**src/rtl/serial_adder.sv**
```systemverilog
// serial_adder: bit-serial N-bit adder, LSB first, one full-adder cell plus a carry
// flip-flop. Operands are captured on an accepted start. Results (sum, carry-out,
// signed overflow) are held until the next operation completes.
module serial_adder #(
    parameter int unsigned N = 4
) (
    input  logic         clk,
    input  logic         rst_n,
    input  logic         start,
    input  logic [N-1:0] num1,
    input  logic [N-1:0] num2,
    output logic         busy,
    output logic         done,
    output logic [N-1:0] sum,
    output logic         cout,
    output logic         overflow
);

    localparam int unsigned CW = (N > 2) ? $clog2(N) : 1;

    typedef enum logic [1:0] {
        IDLE = 2'd0,
        RUN  = 2'd1,
        DONE = 2'd2
    } state_e;

    state_e         state_q, state_d;
    logic [N-1:0]   a_q, a_d;
    logic [N-1:0]   b_q, b_d;
    logic [N-1:0]   ps_q, ps_d;
    logic           c_q, c_d;
    logic [CW-1:0]  cnt_q, cnt_d;
    logic [N-1:0]   sum_q, sum_d;
    logic           cout_q, cout_d;
    logic           ovf_q, ovf_d;

    // Full-adder cell, fed by the low bits of the operand shift registers
    logic           s_c;
    logic           carry_c;
    logic [N-1:0]   ps_next_c;

    always_comb begin
        s_c       = a_q[0] ^ b_q[0] ^ c_q;
        carry_c   = (a_q[0] & b_q[0]) | (a_q[0] & c_q) | (b_q[0] & c_q);
        ps_next_c = {s_c, ps_q[N-1:1]};
    end

    // Next-state and datapath update; every register holds unless its case says otherwise
    always_comb begin
        state_d = state_q;
        a_d     = a_q;
        b_d     = b_q;
        ps_d    = ps_q;
        c_d     = c_q;
        cnt_d   = cnt_q;
        sum_d   = sum_q;
        cout_d  = cout_q;
        ovf_d   = ovf_q;

        unique case (state_q)
            IDLE: begin
                if (start) begin
                    a_d     = num1;
                    b_d     = num2;
                    ps_d    = '0;
                    c_d     = 1'b0;
                    cnt_d   = '0;
                    state_d = RUN;
                end
            end
            RUN: begin
                a_d  = {1'b0, a_q[N-1:1]};
                b_d  = {1'b0, b_q[N-1:1]};
                ps_d = ps_next_c;
                c_d  = carry_c;
                if (cnt_q == CW'(N - 1)) begin
                    // Last bit: c_q is the carry into the MSB, carry_c the carry out of it
                    cnt_d   = '0;
                    sum_d   = ps_next_c;
                    cout_d  = carry_c;
                    ovf_d   = c_q ^ carry_c;
                    state_d = DONE;
                end else begin
                    cnt_d = cnt_q + CW'(1);
                end
            end
            DONE: begin
                if (start) begin
                    a_d     = num1;
                    b_d     = num2;
                    ps_d    = '0;
                    c_d     = 1'b0;
                    cnt_d   = '0;
                    state_d = RUN;
                end else begin
                    state_d = IDLE;
                end
            end
            default: begin
                state_d = IDLE;
            end
        endcase
    end

    // State and datapath registers, cleared asynchronously
    always_ff @(posedge clk or negedge rst_n) begin
        if (!rst_n) begin
            state_q <= IDLE;
            a_q     <= '0;
            b_q     <= '0;
            ps_q    <= '0;
            c_q     <= 1'b0;
            cnt_q   <= '0;
            sum_q   <= '0;
            cout_q  <= 1'b0;
            ovf_q   <= 1'b0;
        end else begin
            state_q <= state_d;
            a_q     <= a_d;
            b_q     <= b_d;
            ps_q    <= ps_d;
            c_q     <= c_d;
            cnt_q   <= cnt_d;
            sum_q   <= sum_d;
            cout_q  <= cout_d;
            ovf_q   <= ovf_d;
        end
    end

    // Status is decoded from the state register only; no path from inputs
    assign busy     = (state_q == RUN);
    assign done     = (state_q == DONE);
    assign sum      = sum_q;
    assign cout     = cout_q;
    assign overflow = ovf_q;

endmodule
```
**config.mk**
```make
export PLATFORM = sky130hd
export DESIGN_NAME = serial_adder
export DESIGN_NICKNAME = d
export VERILOG_FILES = /design/src/rtl/serial_adder.sv
export SDC_FILE = /design/constraint.sdc
export NUM_CORES = 1
export LEC_CHECK = 0
export BUFFER_PORTS_ARGS = -buffer_cell sky130_fd_sc_hd__buf_2
export CORE_UTILIZATION = 58
export CTS_CLUSTER_SIZE = 20
export DETAILED_ROUTE_END_ITERATION = 12
export GPL_ROUTABILITY_DRIVEN = 0
export PLACE_DENSITY = 0.82
export SLEW_MARGIN = 20
export SYNTH_ARGS = -nofsm -noshare
export SYNTH_HDL_FRONTEND = slang
export SYNTH_SLANG_ARGS = --single-unit
export TNS_END_PERCENT = 5
```
**constraint.sdc**
```tcl
create_clock -name clk -period 2 [get_ports clk]
set_input_delay 0.1 -clock clk [delete_from_list [all_inputs] [get_ports clk]]
set_output_delay 0.1 -clock clk [all_outputs]
set_load 0.05 [all_outputs]
```
==> results.ini <==
[global_route]
grt_pass1_wl_um=3100
antenna_found_initial=0
grt-ovfl-total=0
grt_max_degree=23
first_global_vias=674
grt.total_usage_pct=21.3

[drt]
first_iter_violations=9
antenna_left=0
drt_wl_total_um=1940
viasPerCell=5.45
drc_errors=0
first_pass_iters=4
wl_per_cell_um=14.4
vias=736

[clocking]
cts_tree=built
postCtsSetupBuffers=0
clk_pin_slew_ns=0.14
insertion_delay_ns=0.32
htree_levels=1
numCtsBuffers=3
post_cts_resized=0
cts.sinks=22
cts-root-buf=clkbuf_4
cts_buffer_depth=2

[critical_path]
reg2reg_depth=4
slowest_delay_ns=0.38
cp_cell_sequence=buf_4 -> nor2b_1 -> buf_2
cp.required_ns=1.90
critPathSlowestCell=dfrtp_1
path_class=register to output pin
crit_arrival_ns=1.42
reg2reg_from=a_q[0]
cp-start-kind=register
r2r-end=overflow
end_kind=output pin
crit_start=state_q[0]
rrSetupSlack_ns=0.52
path_max_fanout=22

[placed_design]
dp_hpwl_um=1370
post-place-ws_ns=0.563
dpl_cell_area_mm2=0.00123
place_inst=130
portBuffers=18

[power_and_ir_drop]
power_frac_comb_pct=47.7
power_mw=2.16
ir_drop_uv=949
leakage_nw=0.655
swShare_pct=40.6
power.share.sequential_pct=36.3
p_sw_uw=878
p_int_mw=1.29
clkPwrFrac_pct=16.0
p_per_area_mw_per_mm2=1680

[worst_hold_path]
min_from=num2[0]
min_to=b_q[0]
hold_path.class=input port to register
hold_depth=3

[logic_synthesis]
synthCells=91
synth_nets=104
async_flop_share_pct=100
synth-seq-cells=22
yosysTopAreaCell=dfrtp_1
yosys-top-cells-area=dfrtp_1 (49%), mux2i_1 (21%), mux2_2 (7.0%)
synth_edf_count=0
yosysSeqAreaShare_pct=48.7
synth_cell_type_count=24
yosys_warnings=0
synth_top_area_share_pct=48.7
syn_area_mm2=0.00113
synthFlopType=dfrtp_1
syn_area_per_cell_um2=12.4

[floorplanning]
ios=19
dieHeight_um=46.2
die_area_mm2=0.00213
row_count=15
core_area_mm2=0.00178
die_w_um=46.2
initial_core_util_pct=63.4

[sta]
worst_slew_pin_slew_ns=0.489
setup_tns_ns=0
finalClockSkew_ns=0.0131
min_period_over_period_pct=76.0
holdWs_ns=0.0589
finalMaxSlewViolations=0
setup_viol=0
rsz0062_at_grt=no
finalCriticalPeriod_ns=1.52
fmax_mhz=658
fin_ws_ns=0.480
hold_viol_final=0
slew_headroom_pct=67.4

[cells_and_area]
drive_above_1_share_pct=30.0
post-route-util_pct=72.3
finalNetCount=124
fin_area_mm2=0.00129
syn_to_final_growth_pct=13.9
final_cells=135
antenna_cells=0

[job]
cap_viol_max_count=0

[outcome]
outcome=complete, no violations

## worst max-delay path by stage
stage / end / slack, ns
after global placement: overflow / 0.62
after floorplan: busy / 0.51
after CTS: busy / 0.47
final: busy / 0.48
after global routing: busy / 0.40
after detailed placement: overflow / 0.56
## placed cells by master, fill, tap and decap left out, types with 2 or more instances in the layout
cell type / synthesis / routed
nor2_1: 2 / 2
o21ai_0: 2 / 2
nand3_1: 2 / 2
buf_2: 3 / 18
nand2b_1: 4 / 4
a22o_1: 2 / 2
mux2i_1: 24 / 24
buf_4: 2 / 2
inv_1: 6 / 6
dfrtp_1: 22 / 22
nor2b_1: 3 / 3
mux2_2: 7 / 7
clkbuf_4: 0 / 3
## cells in the mapped netlist (2+ instances only)
master	count
dfrtp_1	22
inv_1	6
buf_4	2
mux2_2	7
o21ai_0	2
nand3_1	2
nor2_1	2
mux2i_1	24
nor2b_1	3
a22o_1	2
nand2b_1	4
buf_2	3
## power by group through the flow
| stage | clock network, mW | logic [mW] | registers, mW |
|---|---|---|---|
| after floorplan | 0 | 0.718 | 0.911 |
| after global placement | 0 | 0.999 | 0.778 |
| after detailed placement | 0 | 1.04 | 0.793 |
| after CTS | 0.346 | 1.05 | 0.784 |
| after global routing | 0.368 | 1.12 | 0.812 |
| final | 0.346 | 1.03 | 0.785 |
## worst max-delay path, delay by kind of cell (launching register included)
kind,cells,cell delay (ns)
buffers and inverters,2,0.56
flip-flops,1,0.38
AND/OR/NAND/NOR,1,0.17
## flip-flops by register name (all words and copies together) (netlist names)
| register | flops |
|---|---|
| a_q | 4 |
| b_q | 4 |
| sum | 4 |
| ps_q | 3 |
| cnt_q | 2 |
| state_q | 2 |
| c_q | 1 |
| cout | 1 |
| overflow | 1 |
## area by class of cell
cell class / instances / area [um^2]
clock buffers: 3 / 22.5
clock inverters: 1 / 30.0
fillers: 136 / 494
inverters: 6 / 22.5
multi-input cells: 57 / 517
flip-flops and latches: 22 / 551
well taps: 25 / 31.3
repair buffers: 21 / 115
## per-layer routing
metal  global-route usage [%]  share of wire, %  vias up
met2                     36.9                50       15
li1                         -                 -      356
met4                     7.06               1.4        0
met5                        0                 0        -
met1                     26.8                46      360
met3                     3.53               1.9        5
## what timing repair did
action / 4_1_cts / 5_1_grt
hold buffers: 1 / 0
hold endpoints to repair: 22 / 0
setup endpoints to repair: 0 / 0
## cells by family (layout without fill, tap and decap cells)
logic type	count (synthesis)	in the layout	share of synthesized area [%]
and+or+nand+nor	15	15	8.30
DFF	22	22	48.7
adders and majority gates	2	2	2.88
buffers and inverters	12	31	5.64
muxes	31	31	28.2
AOI/OAI and AO/OA	8	8	5.53
xor gates and xnor gates	1	1	0.774
Power figures use the tool's default switching activity.
